File: config.mk
export PLATFORM = sky130hd
export DESIGN_NAME = branch_resolve_unit_flat
export DESIGN_NICKNAME = d
export VERILOG_FILES = /design/src/rtl/branch_resolve_unit_if.sv /design/src/rtl/branch_resolve_unit.sv /design/src/flat_wrapper.sv
export SDC_FILE = /design/constraint.sdc
export NUM_CORES = 1
export LEC_CHECK = 0
export ABC_AREA = 1
export CORE_UTILIZATION = 55
export CTS_CLUSTER_SIZE = 40
export DETAILED_ROUTE_END_ITERATION = 10
export DONT_BUFFER_PORTS = 1
export PLACE_DENSITY = 0.73
export SETUP_SLACK_MARGIN = 0.5
export SKIP_LAST_GASP = 1
export SLEW_MARGIN = 20
export SYNTH_ARGS = -nofsm -noshare
export SYNTH_HDL_FRONTEND = slang
export SYNTH_SLANG_ARGS = --single-unit
File: constraint.sdc
create_clock -name clk -period 3 [get_ports clk]
set_input_delay 0.15 -clock clk [delete_from_list [all_inputs] [get_ports clk]]
set_output_delay 0.15 -clock clk [all_outputs]
set_load 0.1 [all_outputs]
File: src/rtl/branch_resolve_unit_if.sv
// Bundle between the memory stage and branch_resolve_unit.
//   Resolved slots   : valid/isBranch/taken, carried prediction, pc, target
//   Predictor update : updBranch/updTaken/updPc/updTarget per slot
//   Control          : mispredict, redirectPC, flush
//   Performance      : branchCount, mispredCount
// master = pipeline side (drives the slots), slave = branch_resolve_unit.
interface branch_resolve_unit_if #(
    parameter int PC_W  = 9,
    parameter int CNT_W = 16
);
    logic             valid1,      valid2;
    logic             isBranch1,   isBranch2;
    logic             taken1,      taken2;
    logic             predTaken1,  predTaken2;
    logic [PC_W-1:0]  predTarget1, predTarget2;
    logic [PC_W-1:0]  pc1,         pc2;
    logic [PC_W-1:0]  target1,     target2;

    logic             updBranch1,  updBranch2;
    logic             updTaken1,   updTaken2;
    logic [PC_W-1:0]  updPc1,      updPc2;
    logic [PC_W-1:0]  updTarget1,  updTarget2;
    logic             mispredict;
    logic [PC_W-1:0]  redirectPC;
    logic             flush;
    logic [CNT_W-1:0] branchCount;
    logic [CNT_W-1:0] mispredCount;

    modport master (
        output valid1, valid2, isBranch1, isBranch2, taken1, taken2,
               predTaken1, predTaken2, predTarget1, predTarget2,
               pc1, pc2, target1, target2,
        input  updBranch1, updBranch2, updTaken1, updTaken2,
               updPc1, updPc2, updTarget1, updTarget2,
               mispredict, redirectPC, flush, branchCount, mispredCount
    );

    modport slave (
        input  valid1, valid2, isBranch1, isBranch2, taken1, taken2,
               predTaken1, predTaken2, predTarget1, predTarget2,
               pc1, pc2, target1, target2,
        output updBranch1, updBranch2, updTaken1, updTaken2,
               updPc1, updPc2, updTarget1, updTarget2,
               mispredict, redirectPC, flush, branchCount, mispredCount
    );
endinterface

File: src/rtl/branch_resolve_unit.sv
// Memory-stage branch resolution for a dual-issue pipeline.
// Detects mispredictions on the two resolved slots, issues a one-cycle
// mispredict pulse with the redirect PC, holds flush for FLUSH_CYCLES, trains
// the predictor one cycle later and keeps saturating performance counters.
//
// Ports:
//   clk   : system clock
//   reset : asynchronous active-low reset
//   bus   : branch_resolve_unit_if.slave (slot inputs, update/control/perf outputs)
//
// state | meaning
// ------+------------------------------------------------------------
// IDLE  | resolving branches; live slots are processed
// FLUSH | squashing younger stages; all slot inputs ignored
module branch_resolve_unit #(
    parameter int PC_W         = 9,
    parameter int FLUSH_CYCLES = 2,
    parameter int CNT_W        = 16
) (
    input  logic clk,
    input  logic reset,
    branch_resolve_unit_if.slave bus
);

    localparam int FC_W = 4;

    typedef enum logic [0:0] {
        IDLE  = 1'b0,
        FLUSH = 1'b1
    } state_t;

    state_t           state;
    logic [FC_W-1:0]  flush_cnt;

    logic             live1, live2, proc2;
    logic             mp1, mp2, any_mp;
    logic [PC_W-1:0]  fix_pc1, fix_pc2, redirect_nxt;
    logic [1:0]       n_proc;
    logic [CNT_W:0]   branch_sum;
    logic [CNT_W-1:0] branch_nxt, mispred_nxt;

    always_comb begin
        live1 = (state == IDLE) && bus.valid1 && bus.isBranch1;
        live2 = (state == IDLE) && bus.valid2 && bus.isBranch2;

        // Targets only matter when the branch was actually taken.
        mp1 = live1 && ((bus.predTaken1 != bus.taken1) ||
                        (bus.taken1 && (bus.predTarget1 != bus.target1)));

        // A mispredicting older slot makes slot2 wrong-path.
        proc2 = live2 && !mp1;
        mp2   = proc2 && ((bus.predTaken2 != bus.taken2) ||
                          (bus.taken2 && (bus.predTarget2 != bus.target2)));

        any_mp = mp1 || mp2;

        fix_pc1 = bus.taken1 ? bus.target1 : bus.pc1 + PC_W'(1);
        fix_pc2 = bus.taken2 ? bus.target2 : bus.pc2 + PC_W'(1);
        redirect_nxt = mp1 ? fix_pc1 : fix_pc2;

        n_proc     = {1'b0, live1} + {1'b0, proc2};
        branch_sum = {1'b0, bus.branchCount} + {{(CNT_W-1){1'b0}}, n_proc};
        branch_nxt = branch_sum[CNT_W] ? {CNT_W{1'b1}} : branch_sum[CNT_W-1:0];

        mispred_nxt = bus.mispredCount;
        if (any_mp && !(&bus.mispredCount))
            mispred_nxt = bus.mispredCount + CNT_W'(1);
    end

    always_ff @(posedge clk or negedge reset) begin
        if (!reset) begin
            state            <= IDLE;
            flush_cnt        <= '0;
            bus.updBranch1   <= 1'b0;
            bus.updBranch2   <= 1'b0;
            bus.updTaken1    <= 1'b0;
            bus.updTaken2    <= 1'b0;
            bus.updPc1       <= '0;
            bus.updPc2       <= '0;
            bus.updTarget1   <= '0;
            bus.updTarget2   <= '0;
            bus.mispredict   <= 1'b0;
            bus.redirectPC   <= '0;
            bus.flush        <= 1'b0;
            bus.branchCount  <= '0;
            bus.mispredCount <= '0;
        end else begin
            case (state)
                IDLE: begin
                    bus.updBranch1   <= live1;
                    bus.updBranch2   <= proc2;
                    if (live1) begin
                        bus.updTaken1  <= bus.taken1;
                        bus.updPc1     <= bus.pc1;
                        bus.updTarget1 <= bus.target1;
                    end
                    if (proc2) begin
                        bus.updTaken2  <= bus.taken2;
                        bus.updPc2     <= bus.pc2;
                        bus.updTarget2 <= bus.target2;
                    end
                    bus.mispredict   <= any_mp;
                    bus.branchCount  <= branch_nxt;
                    bus.mispredCount <= mispred_nxt;
                    if (any_mp) begin
                        bus.redirectPC <= redirect_nxt;
                        bus.flush      <= 1'b1;
                        flush_cnt      <= FC_W'(FLUSH_CYCLES);
                        state          <= FLUSH;
                    end else begin
                        bus.flush      <= 1'b0;
                    end
                end
                FLUSH: begin
                    bus.updBranch1 <= 1'b0;
                    bus.updBranch2 <= 1'b0;
                    bus.mispredict <= 1'b0;
                    // flush_cnt counts the flush cycles still to be shown,
                    // including the current one.
                    if (flush_cnt == FC_W'(1)) begin
                        bus.flush <= 1'b0;
                        state     <= IDLE;
                    end else begin
                        flush_cnt <= flush_cnt - FC_W'(1);
                        bus.flush <= 1'b1;
                    end
                end
                default: begin
                    state     <= IDLE;
                    bus.flush <= 1'b0;
                end
            endcase
        end
    end

endmodule

File: src/flat_wrapper.sv
// flat-port wrapper written by rule: the top's interface ports become plain ports
module branch_resolve_unit_flat 
#(
    parameter int PC_W         = 9,
    parameter int FLUSH_CYCLES = 2,
    parameter int CNT_W        = 16
)
  (clk, reset, bus_valid1, bus_valid2, bus_isBranch1, bus_isBranch2, bus_taken1, bus_taken2, bus_predTaken1, bus_predTaken2, bus_predTarget1, bus_predTarget2, bus_pc1, bus_pc2, bus_target1, bus_target2, bus_updBranch1, bus_updBranch2, bus_updTaken1, bus_updTaken2, bus_updPc1, bus_updPc2, bus_updTarget1, bus_updTarget2, bus_mispredict, bus_redirectPC, bus_flush, bus_branchCount, bus_mispredCount);
  branch_resolve_unit_if #(.PC_W(PC_W), .CNT_W(CNT_W)) bus_i ();
  input  logic clk;
  input  logic reset;
  input wire logic [$bits(bus_i.valid1)-1:0] bus_valid1;
  input wire logic [$bits(bus_i.valid2)-1:0] bus_valid2;
  input wire logic [$bits(bus_i.isBranch1)-1:0] bus_isBranch1;
  input wire logic [$bits(bus_i.isBranch2)-1:0] bus_isBranch2;
  input wire logic [$bits(bus_i.taken1)-1:0] bus_taken1;
  input wire logic [$bits(bus_i.taken2)-1:0] bus_taken2;
  input wire logic [$bits(bus_i.predTaken1)-1:0] bus_predTaken1;
  input wire logic [$bits(bus_i.predTaken2)-1:0] bus_predTaken2;
  input wire logic [$bits(bus_i.predTarget1)-1:0] bus_predTarget1;
  input wire logic [$bits(bus_i.predTarget2)-1:0] bus_predTarget2;
  input wire logic [$bits(bus_i.pc1)-1:0] bus_pc1;
  input wire logic [$bits(bus_i.pc2)-1:0] bus_pc2;
  input wire logic [$bits(bus_i.target1)-1:0] bus_target1;
  input wire logic [$bits(bus_i.target2)-1:0] bus_target2;
  output wire logic [$bits(bus_i.updBranch1)-1:0] bus_updBranch1;
  output wire logic [$bits(bus_i.updBranch2)-1:0] bus_updBranch2;
  output wire logic [$bits(bus_i.updTaken1)-1:0] bus_updTaken1;
  output wire logic [$bits(bus_i.updTaken2)-1:0] bus_updTaken2;
  output wire logic [$bits(bus_i.updPc1)-1:0] bus_updPc1;
  output wire logic [$bits(bus_i.updPc2)-1:0] bus_updPc2;
  output wire logic [$bits(bus_i.updTarget1)-1:0] bus_updTarget1;
  output wire logic [$bits(bus_i.updTarget2)-1:0] bus_updTarget2;
  output wire logic [$bits(bus_i.mispredict)-1:0] bus_mispredict;
  output wire logic [$bits(bus_i.redirectPC)-1:0] bus_redirectPC;
  output wire logic [$bits(bus_i.flush)-1:0] bus_flush;
  output wire logic [$bits(bus_i.branchCount)-1:0] bus_branchCount;
  output wire logic [$bits(bus_i.mispredCount)-1:0] bus_mispredCount;
  assign bus_i.valid1 = bus_valid1;
  assign bus_i.valid2 = bus_valid2;
  assign bus_i.isBranch1 = bus_isBranch1;
  assign bus_i.isBranch2 = bus_isBranch2;
  assign bus_i.taken1 = bus_taken1;
  assign bus_i.taken2 = bus_taken2;
  assign bus_i.predTaken1 = bus_predTaken1;
  assign bus_i.predTaken2 = bus_predTaken2;
  assign bus_i.predTarget1 = bus_predTarget1;
  assign bus_i.predTarget2 = bus_predTarget2;
  assign bus_i.pc1 = bus_pc1;
  assign bus_i.pc2 = bus_pc2;
  assign bus_i.target1 = bus_target1;
  assign bus_i.target2 = bus_target2;
  assign bus_updBranch1 = bus_i.updBranch1;
  assign bus_updBranch2 = bus_i.updBranch2;
  assign bus_updTaken1 = bus_i.updTaken1;
  assign bus_updTaken2 = bus_i.updTaken2;
  assign bus_updPc1 = bus_i.updPc1;
  assign bus_updPc2 = bus_i.updPc2;
  assign bus_updTarget1 = bus_i.updTarget1;
  assign bus_updTarget2 = bus_i.updTarget2;
  assign bus_mispredict = bus_i.mispredict;
  assign bus_redirectPC = bus_i.redirectPC;
  assign bus_flush = bus_i.flush;
  assign bus_branchCount = bus_i.branchCount;
  assign bus_mispredCount = bus_i.mispredCount;
  branch_resolve_unit #(.PC_W(PC_W), .FLUSH_CYCLES(FLUSH_CYCLES), .CNT_W(CNT_W)) u_core (.clk(clk), .reset(reset), .bus(bus_i));
endmodule
==> results of run 1 <==
-- critical path, cell delays in order, from the launching register on --
cell and delay, ns:
dfrtp_4 0.46, clkinv_8 0.07, nand3_4 0.11, nor2_8 0.05, o21ai_4 0.11, nand2_2 0.09, fa_2 0.39, inv_2 0.10
ha_4 0.14, nand3_4 0.08, nor3_4 0.20, buf_4 0.15, nand4_1 0.09, or2_4 0.24, nand3_1 0.07
-- power by group --
group	leakage, nW	total (W)	switching [W]	internal (W)
Combinational	2.06	0.00164	0.00111	0.000529
Sequential	1.11	0.00412	0.00261	0.00151
Clock	0.108	0.000920	0.000414	0.000506
Total	3.27	0.00668	0.00413	0.00255
-- through the flow --
| step | std cells | utilization (%) | power [W] | setup WS (ns) |
|---|---|---|---|---|
| after floorplan | 702 | - | 0.00526 | 0.151 |
| after global placement | 830 | 61.5 | 0.00556 | 0.488 |
| after detailed placement | 830 | 61.5 | 0.00562 | 0.373 |
| after CTS | 880 | 68.2 | 0.00660 | 0.512 |
| after global routing | 892 | 69.8 | 0.00695 | 0.405 |
| final | 892 | 69.8 | 0.00668 | 0.574 |
-- registers in the layout (all words and copies together), names as in the netlist, 4 cells and up --
register / cells
u_core.flush_cnt: 4
u_core.bus.mispredCount: 16
u_core.bus.updTarget1: 9
u_core.bus.redirectPC: 9
u_core.bus.branchCount: 16
u_core.bus.updPc2: 9
u_core.bus.updTarget2: 9
u_core.bus.updPc1: 9
-- metal layers --
metal,up-vias,track usage (%),wire length (um)
met5,-,0,0
met4,0,12.7,358
met3,32,6.08,705
met2,149,48.1,6410
met1,2206,33.7,5410
li1,2384,-,-
-- placed cells by master (no fill, tap or decap), types with 12 or more instances in the layout --
cell type and instances:
dlygate4sd3_1 34, dfrtp_1 86, nor3_1 13, nor2_1 49, nand3_1 72, xor2_1 14
o21ai_0 28, buf_4 46, nand2_1 265, inv_1 73, o21ai_1 12
-- timing repair --
action                     CTS  global route
cloned                       0             1
setup endpoints to repair   11            17
resized for setup            1             8
setup buffers                1            11
pin swaps                    0             4
hold buffers                35             0
hold endpoints to repair   120             0
-- final cells by class --
class                   instances  area share (%)
inverters                      81            5.15
well taps                     108            2.20
multi-input cells             519            41.6
repair buffers                 83            12.0
clock buffers                  11            2.46
clock inverters                 3            1.10
flip-flops and latches         87            35.5
-- kinds of logic (layout without fill, tap and decap cells) --
kind of cell             count (synthesis)  after routing  synth area share, %
AO/OA/AOI/OAI                           60             60                 7.07
XOR/XNOR                                22             22                 3.82
adder cells (fa/ha/maj)                  7              7                 1.89
buffers and inverters                   97            178                 7.94
flip-flops                              87             87                 43.2
multiplexers                             2              2                0.397
AND/OR/NAND/NOR                        427            428                 35.7
-- final timing paths --
path                                            startpoint                                     end
max                             u_core.bus.flush$_DFF_PN0_  u_core.bus.branchCount[10]$_DFFE_PN0N_
min                                         bus_target1[5]    u_core.bus.updTarget1[5]$_DFFE_PN0P_
max reg2reg                     u_core.bus.flush$_DFF_PN0_  u_core.bus.branchCount[10]$_DFFE_PN0N_
min reg2reg                u_core.flush_cnt[1]$_DFFE_PN0P_         u_core.flush_cnt[1]$_DFFE_PN0P_
max in group asynchronous                            reset              u_core.bus.flush$_DFF_PN0_
min in group asynchronous                            reset  u_core.bus.branchCount[11]$_DFFE_PN0N_
==> summary.txt, run 1 <==
Logic synthesis
  • Part of the Yosys area used for sequential elements: 43.2%
  • Synthesized cell area: 5040 sq um
  • Prevailing post-synth register cell: dfrtp_1
  • Net Count, Synth: 773
  • Async S/R FF share, synth: 100%
  • Cells taking the most area after synthesis: dfrtp_1 43%, nand2_1 20%, nand3_1 7.2%
  • Leading cell type by number of instances after synthesis: nand2_1
  • Number of instances in the synthesized netlist: 702
  • Most instantiated cells after synthesis: 267 x nand2_1, 87 x dfrtp_1, 74 x inv_1
  • Flip-flop and latch count after synthesis: 87
  • Number of enable flip-flop cells after synthesis: 0
  • Average instance area after synthesis: 7.18 sq um
  • Top cell type by total area after synthesis: dfrtp_1
  • Share of the synthesized area in the top cell type: 43.2%
  • Warnings from Yosys: 0
  • Distinct cell type count after synthesis: 35

Worst hold path
  • Worst Hold Path Cells: 2
  • Class of the tightest hold or removal check: in -> reg

Die
  • Number of rows created at floorplan: 34
  • Die Span X: 97.8 um
  • Height of the die: 97.8 um
  • Die outline area: 9560 sq um
  • Count of boundary I/O pins: 147
  • Initial standard-cell utilization of the core: 57.3%
  • Core Area: 8810 sq um

Route
  • DR pass1 iterations: 8
  • Drc violations: 17
  • Via count normalized by instance count: 5.35
  • Detailed-route wire length: 12900 um
  • DR vias: 4771
  • Iteration-0 DRC count of the detailed router: 230
  • Avg WL per Cell: 14.4 um
  • Detail Route Antenna Nets: 0

Clock tree
  • Clock Path Buffers: 2
  • Total clock buffers created by CTS: 9
  • Library cell used as clock root buffer: clkbuf_8
  • Clock Pin Slew Worst Setup and Hold Paths: 0.09 ns
  • Number of H-tree levels: 3
  • TritonCTS clock tree: done
  • Clock latency of the later-clocked register in the worst-skew pair: 0.36 ns
  • CTS Sinks: 87

Global route
  • Wire length of the first global-routing pass: 21400 um
  • Residual overflow from global routing: 0
  • Total routing resource utilization after global routing: 28.0%
  • Vias in the first global route: 4691
  • Number of antenna violations at the first check in global routing: 0
  • Pin count of the biggest net entering global routing: 88

Finish
  • Combined area of the multi-input logic cells: 2560 sq um
  • Post-layout instance area: 6150 sq um
  • Layout overhead on the synthesized area: 22.0%
  • Register area: 2180 sq um
  • Count of antenna diodes in the layout: 0
  • Final nets: 852
  • # fillers: 727
  • Share of cells above drive strength 1: 12.5%

STA
  • Final setup viols: 0
  • Minimum hold slack: 0.00375 ns
  • Max Freq: 412 MHz
  • Headroom to the max-slew limit: 36.9%
  • Unrepaired setup endpoints after global routing: true
  • Number of max-slew violations in the final report: 0
  • Minimum period implied by the final worst setup slack: 2.43 ns
  • Total Neg Setup Slack: 0 ns
  • Number of hold-slack violations in the final timing report: 0
  • Slew @ Worst Pin: 0.947 ns
  • Worst Skew: 0.00855 ns
  • Tcrit/Tclk final: 80.9%

Run status
  • Outcome: finished, violations left
  • Failing checks: DRC

Setup path
  • Worst reg-to-reg path cell count: 14
  • Register-to-register setup slack: 0.57 ns
  • Arrival time at the worst endpoint: 2.72 ns
  • Crit Path Category: reg -> reg
  • Worst EP required: 3.30 ns
  • Startpoint class of the critical path: flop
  • Worst Path Max Fanout: 5
  • Endpoint type of the worst setup path: flop

Power
  • Max IR drop VDD: 0.966 mV
  • Static power due to leakage: 3.27 nW
  • Power Dens Cells: 1090 nW/um^2

Placed design
  • Half-perimeter wire length after placement: 9010 um
  • Final GP Congestion: 0.869
  • Total cell area at the placement stage: 5410 sq um
  • Count of buffers from port buffering: 0

Flow run
  • Total of max-cap violations: 0
Note: power is estimated with default switching activity, not from simulation.
==> run 2: changes to the inputs <==
PLACE_DENSITY = 0.7   (was 0.73)
clock period = 2.4 ns   (was 3 ns; I/O delays follow)
==> run 2 against run 1 <==
The flow finishes with violations (DRC, hold timing). Combinational power rose to 3.4 times the previous value. Via count up 5.3%. Flip-flop and latch count unchanged. Total power up 31%. Clock-buffer cell count down 1. Critical endpoint is now u_core.bus.branchCount[14]$_DFFE_PN0N_.
==> summary.txt, run 2 (same netlist as run 1, synthesis figures left out) <==
Clock tree
  • Number of H-tree levels: 3 (unchanged)
  • Library cell used as clock root buffer: clkbuf_8
  • CTS Sinks: 87 (unchanged)
  • TritonCTS clock tree: done
  • Clock latency of the later-clocked register in the worst-skew pair: 0.36 ns (about the same)
  • Clock Pin Slew Worst Setup and Hold Paths: 0.10 ns (about the same)
  • Clock Path Buffers: 2 (unchanged)
  • Number of hold-repair buffers added at the cts stage: 36 (+2.9%)
  • Total clock buffers created by CTS: 9 (unchanged)

STA
  • Number of hold-slack violations in the final timing report: 87 (+87)
  • Final setup viols: 0 (unchanged)
  • Minimum period implied by the final worst setup slack: 2.30 ns (-0.128 ns)
  • Max Freq: 435 MHz (+5.6%)
  • Crit path setup slack, layout: 0.103 ns (-0.472 ns)
  • Headroom to the max-slew limit: 41.8% (+5.0 points)
  • Worst Skew: 0.0129 ns (+0.00437 ns)
  • Number of max-slew violations in the final report: 0 (unchanged)
  • Slew @ Worst Pin: 0.873 ns (-0.0738 ns)
  • Unrepaired setup endpoints after global routing: true
  • Tcrit/Tclk final: 95.7% (+15 points)
  • Minimum hold slack: -0.564 ns (-0.568 ns)

Die
  • Number of rows created at floorplan: 34 (unchanged)
  • Height of the die: 97.8 um (unchanged)
  • Die Span X: 97.8 um (unchanged)
  • Core Area: 8810 sq um (unchanged)
  • Count of boundary I/O pins: 147 (unchanged)
  • Die outline area: 9560 sq um (unchanged)
  • Initial standard-cell utilization of the core: 57.3% (unchanged)

Finish
  • Register area: 2200 sq um (+0.80%)
  • Combined area of the multi-input logic cells: 2630 sq um (+2.5%)
  • Share of cells above drive strength 1: 20.5% (+8.0 points)
  • Final nets: 903 (+6.0%)
  • Commonest cells after routing, fill and taps aside: 260 x nand2_1, 97 x buf_4, 76 x dfrtp_1
  • Registers with the highest flip-flop counts: u_core.bus.branchCount (16), u_core.bus.mispredCount (16)
  • # fillers: 682 (-6.2%)
  • Layout overhead on the synthesized area: 30.1%
  • Count of antenna diodes in the layout: 0 (unchanged)
  • Most frequent standard cell in the layout excluding fill and tap cells: nand2_1

Setup path
  • Sequence of cells on the critical path: inv_4, and3_4, nand2_4, fa_2, inv_2, ha_4, nand3_4, nor3_4, nand2_2, nor2_4, buf_4, nand2_4, nand3_1
  • Worst reg-to-reg path cell count: 13 (-1)
  • Startpoint of the most critical register-to-register path: u_core.bus.flush$_DFF_PN0_
  • Most Frequent Cell on Critical Path: nand2_4
  • Endpoint type of the worst setup path: flop
  • Worst EP required: 2.70 ns (-0.60 ns)
  • Worst path max stage delay: 0.50 ns (+0.04 ns)
  • Arrival time at the worst endpoint: 2.60 ns (-0.12 ns)
  • Startpoint class of the critical path: flop
  • R2r endpoint: u_core.bus.branchCount[14]$_DFFE_PN0N_
  • Crit Path Category: reg -> reg
  • Worst Path Max Fanout: 5 (unchanged)
  • Register-to-register setup slack: 0.10 ns (-0.47 ns)
  • CP max stage cell: dfrtp_4
  • Worst setup path start: u_core.bus.flush$_DFF_PN0_

Placed design
  • Final GP Congestion: 0.855 (-1.5%)
  • Half-perimeter wire length after placement: 9480 um (+5.3%)
  • Post-place setup slack: 0.0387 ns (-0.334 ns)
  • Count of buffers from port buffering: 0 (unchanged)

Worst hold path
  • Class of the tightest hold or removal check: in -> async

Global route
  • Pin count of the biggest net entering global routing: 88 (unchanged)
  • Vias in the first global route: 4850 (+3.4%)
  • Number of antenna violations at the first check in global routing: 0 (unchanged)
  • Residual overflow from global routing: 0 (unchanged)
  • Wire length of the first global-routing pass: 21800 um (+1.6%)
  • Total routing resource utilization after global routing: 28.3% (+0.29 points)

Route
  • Detail Route Antenna Nets: 0 (unchanged)
  • DR pass1 iterations: 8 (unchanged)
  • Drc violations: 14 (-3)
  • Detailed-route wire length: 13400 um (+3.8%)
  • Via count normalized by instance count: 5.32 (-0.58%)
  • DR vias: 5025 (+5.3%)
  • Iteration-0 DRC count of the detailed router: 168 (-27%)
  • Avg WL per Cell: 14.1 um (-2.1%)

Power
  • Max IR drop VDD: 1.28 mV (+33%)
  • Post-layout power: 0.00877 W (+31%)
  • Static power due to leakage: 3.52 nW (+7.5%)
  • Power Dens Cells: 1340 nW/um^2 (+23%)

Flow run
  • Total of max-cap violations: 0 (unchanged)

Run status
  • Outcome: finished, violations left
  • Failing checks: DRC, hold timing
==> run 2: worst max-delay path, delay by kind of cell (launching register included) <==
family	cells	cell delay (ns)
adders and majority gates	2	0.50
buffers and inverters	3	0.29
DFF	1	0.50
and+or+nand+nor	8	0.94
==> run 2: through the flow <==
stage | hold slack (ns) | utilization [%] | cell area [sq um] | TNS, ns | instances
final | -0.564 | 74.5 | 6560 | 0 | 945
after global placement | -0.174 | 66.3 | 5840 | 0 | 883
after floorplan | -0.176 | - | 5120 | -5.19 | 702
after CTS | -0.578 | 73.6 | 6480 | 0 | 941
after detailed placement | -0.174 | 66.3 | 5840 | 0 | 883
after global routing | -0.590 | 74.5 | 6560 | -0.00376 | 945
==> run 2: layout make-up <==
class | instances | area share [%]
multi-input cells | 519 | 40.0
clock inverters | 6 | 0.801
inverters | 81 | 4.67
repair buffers | 134 | 16.9
flip-flops and latches | 87 | 33.5
well taps | 108 | 2.06
clock buffers | 10 | 2.10
==> run 2: report_power, final <==
group	switching, W	total [W]	internal (W)
sequential	0.000315	0.00228	0.00196
combinational	0.00440	0.00550	0.00111
clock	0.000567	0.000987	0.000420
total	0.00528	0.00877	0.00349
==> run 2: how the worst max path moves through the flow <==
stage / slack, ns / end / cells past startpoint
floorplan: -0.45 / u_core.bus.branchCount[14]$_DFFE_PN0N_ / 17
global placement: 0.15 / u_core.bus.branchCount[14]$_DFFE_PN0N_ / 13
detailed placement: 0.04 / u_core.bus.branchCount[14]$_DFFE_PN0N_ / 17
CTS: 0.16 / u_core.bus.branchCount[10]$_DFFE_PN0N_ / 14
global route: -0.004 / u_core.bus.branchCount[10]$_DFFE_PN0N_ / 12
finish: 0.10 / u_core.bus.branchCount[14]$_DFFE_PN0N_ / 13
==> run 2: metal layers <==
layer | vias to the layer above | share of wire, % | GRT usage, %
met5 | - | 0 | 0
met4 | 0 | 2.6 | 10.7
met3 | 33 | 6.8 | 7.30
met2 | 180 | 51 | 50.4
met1 | 2329 | 39 | 32.6
li1 | 2483 | - | -
==> run 2: what timing repair did <==
action,4_1_cts,5_1_grt
setup buffers,5,4
endpoints found under the setup margin,27,29
resized for setup,10,14
hold endpoints to repair,123,87
cloned,1,0
pin swaps,5,6
==> run 3: changes to the inputs <==
SETUP_SLACK_MARGIN = 0.02   (was 0.5)
==> run 3 against run 2 <==
The run ends with DRC left. Combinational power about the same. Sequential power about the same. Flip-flop and latch count unchanged. Die area unchanged. Clock-buffer cell count increased by 1. Worst hold slack improved by 0.61 ns. Register-to-register slack about the same. Total power increased by 3.9%.
==> summary.txt, run 3 (same netlist as run 1, synthesis figures left out) <==
Die
  • Number of rows created at floorplan: 34 (unchanged)
  • Height of the die: 97.8 um (unchanged)
  • Initial standard-cell utilization of the core: 57.3% (unchanged)
  • Die Span X: 97.8 um (unchanged)
  • Die outline area: 9560 sq um (unchanged)
  • Core Area: 8810 sq um (unchanged)
  • Count of boundary I/O pins: 147 (unchanged)

Global route
  • Vias in the first global route: 4992 (+2.9%)
  • Pin count of the biggest net entering global routing: 88 (unchanged)
  • Number of antenna violations at the first check in global routing: 0 (unchanged)
  • Total routing resource utilization after global routing: 28.9% (+0.63 points)
  • Wire length of the first global-routing pass: 22200 um (+2.1%)
  • Residual overflow from global routing: 0 (unchanged)

Clock tree
  • CTS Sinks: 87 (unchanged)
  • Clock Pin Slew Worst Setup and Hold Paths: 0.09 ns (about the same)
  • Total clock buffers created by CTS: 9 (unchanged)
  • Clock Path Buffers: 2 (unchanged)
  • Clock latency of the later-clocked register in the worst-skew pair: 0.36 ns (about the same)
  • Library cell used as clock root buffer: clkbuf_8
  • Number of H-tree levels: 3 (unchanged)
  • TritonCTS clock tree: done

Route
  • Detailed-route wire length: 13100 um (-2.2%)
  • Detail Route Antenna Nets: 0 (unchanged)
  • Via count normalized by instance count: 5.19 (-2.3%)
  • DR pass1 iterations: 8 (unchanged)
  • Drc violations: 12 (-2)
  • Avg WL per Cell: 13.9 um (-1.7%)
  • DR vias: 4881 (-2.9%)
  • Iteration-0 DRC count of the detailed router: 240 (+43%)

STA
  • Number of hold-slack violations in the final timing report: 0 (-100%)
  • Crit path setup slack, layout: 0.117 ns (+0.0140 ns)
  • Slew @ Worst Pin: 0.878 ns (+0.00447 ns)
  • Max Freq: 438 MHz (+0.61%)
  • Total Neg Setup Slack: 0 ns (unchanged)
  • Unrepaired setup endpoints after global routing: true
  • Tcrit/Tclk final: 95.1% (-0.58 points)
  • Minimum period implied by the final worst setup slack: 2.28 ns (-0.0140 ns)
  • Headroom to the max-slew limit: 41.5% (-0.30 points)
  • Worst Skew: 0.0110 ns (-0.00195 ns)
  • Number of max-slew violations in the final report: 0 (unchanged)
  • Final setup viols: 0 (unchanged)

Power
  • Portion of total power attributed to sequential cells: 24.8% (-1.2 points)
  • Static power due to leakage: 3.51 nW (about the same)
  • Post-layout power: 0.00911 W (+3.9%)
  • Total net switching power: 0.00526 W (-0.32%)
  • Power Dens Cells: 1400 nW/um^2 (+4.5%)
  • Share of power burned in the clock network: 15.0% (+3.7 points)
  • Cell internal pwr: 0.00385 W (+10%)
  • Fraction of power spent switching nets: 57.8% (-2.4 points)
  • Max IR drop VDD: 0.908 mV (-29%)
  • Comb power frac: 60.2% (-2.6 points)

Placed design
  • Half-perimeter wire length after placement: 9360 um (-1.4%)
  • Post-place setup slack: 0.0477 ns (+0.00905 ns)
  • Count of buffers from port buffering: 0 (unchanged)
  • Final GP Congestion: 0.889 (+3.9%)

Flow run
  • Total of max-cap violations: 0 (unchanged)

Setup path
  • Worst reg-to-reg path cell count: 12 (-1)
  • CP max stage cell: dfrtp_4
  • Buf/Inv on CP: 2 (-1)
  • Worst EP required: 2.68 ns (-0.02 ns)
  • Worst Path Max Fanout: 5 (unchanged)
  • Worst path max stage delay: 0.49 ns (about the same)
  • Arrival time at the worst endpoint: 2.56 ns (-0.04 ns)
  • Most Frequent Cell on Critical Path: nand2_2
  • Worst setup path start: u_core.bus.flush$_DFF_PN0_
  • Worst path top cell family by delay: simple AND/OR/NAND/NOR gates
  • Startpoint class of the critical path: flop
  • Critical path depth: 12 (-1)
  • Register-to-register setup slack: 0.12 ns (about the same)
  • Startpoint of the most critical register-to-register path: u_core.bus.flush$_DFF_PN0_
  • Destination of the critical timing path: u_core.bus.branchCount[12]$_DFFE_PN0N_
  • Endpoint type of the worst setup path: flop
  • R2r endpoint: u_core.bus.branchCount[12]$_DFFE_PN0N_
  • Crit Path Category: reg -> reg
  • Sequence of cells on the critical path: inv_4, and3_1, nand2_2, fa_2, inv_2, ha_4, nand3_4, nor3_4, nand2_2, nor2_4, nor2_1, o21ai_0

Finish
  • Share of cells above drive strength 1: 16.9% (-3.6 points)
  • Layout overhead on the synthesized area: 29.4%
  • Count of antenna diodes in the layout: 0 (unchanged)
  • Commonest cells after routing, fill and taps aside: 265 x nand2_1, 92 x buf_4, 86 x dfrtp_1
  • # fillers: 694 (+1.8%)
  • Registers with the highest flip-flop counts: u_core.bus.branchCount (16), u_core.bus.mispredCount (16)
  • Most frequent standard cell in the layout excluding fill and tap cells: nand2_1
  • Final nets: 898 (-0.55%)

Run status
  • Failing checks: DRC
  • Outcome: finished, violations left

Worst hold path
  • Class of the tightest hold or removal check: in -> reg
[run 3: what timing repair did]
item / CTS / global route
hold buffers: 38 / 0
resized for setup: 0 / 4
setup buffers: 0 / 1
setup endpoints to repair: 0 / 11
hold endpoints to repair: 123 / 0
[run 3: layer usage]
metal	global-route usage [%]	wire [um]	part of all wire (%)	vias up
met5	0	0	0	-
met4	10.6	252	1.9	0
met3	7.66	794	6.1	23
met2	51.6	6650	51	137
met1	33.4	5390	41	2245
li1	-	-	-	2476
[run 3: how the worst min path moves through the flow]
stage,startpoint,to,slack [ns],cells past startpoint
final,bus_taken2,u_core.bus.updTaken2$_DFFE_PN0P_,0.05,2
after global routing,bus_taken2,u_core.bus.redirectPC[2]$_DFFE_PN0P_,0.05,4
after CTS,bus_taken2,u_core.bus.updTaken2$_DFFE_PN0P_,0.04,2
after detailed placement,reset,u_core.bus.branchCount[10]$_DFFE_PN0N_,-0.17,0
after global placement,reset,u_core.bus.branchCount[10]$_DFFE_PN0N_,-0.17,0
after floorplan,reset,u_core.bus.branchCount[0]$_DFFE_PN0N_,-0.18,0
[run 3: layout make-up]
cell class,count,area (sq um),area share [%]
Inverter,81,307,4.70
Clock inverter,5,129,1.97
Timing Repair Buffer,130,1090,16.7
Sequential cell,87,2180,33.4
Clock buffer,11,141,2.17
Multi-Input combinational cell,518,2540,39.0
Tap cell,108,135,2.07
[run 3: power groups by stage]
stage | sequential (W) | clock [W] | combinational (W)
final | 0.00226 | 0.00137 | 0.00548
after global routing | 0.00231 | 0.00144 | 0.00574
after CTS | 0.00225 | 0.00138 | 0.00547
after detailed placement | 0.00228 | 0 | 0.00538
after global placement | 0.00226 | 0 | 0.00531
after floorplan | 0.00563 | 0 | 0.000949
[run 3: through the flow]
stage	instance area [sq um]	hold WS (ns)	cells	util, %
floorplan	5110	-0.176	702	-
detailed placement	5830	-0.174	885	66.2
global placement	5830	-0.174	885	66.2
CTS	6490	0.0357	939	73.7
global route	6530	0.0484	940	74.1
finish	6530	0.0502	940	74.1
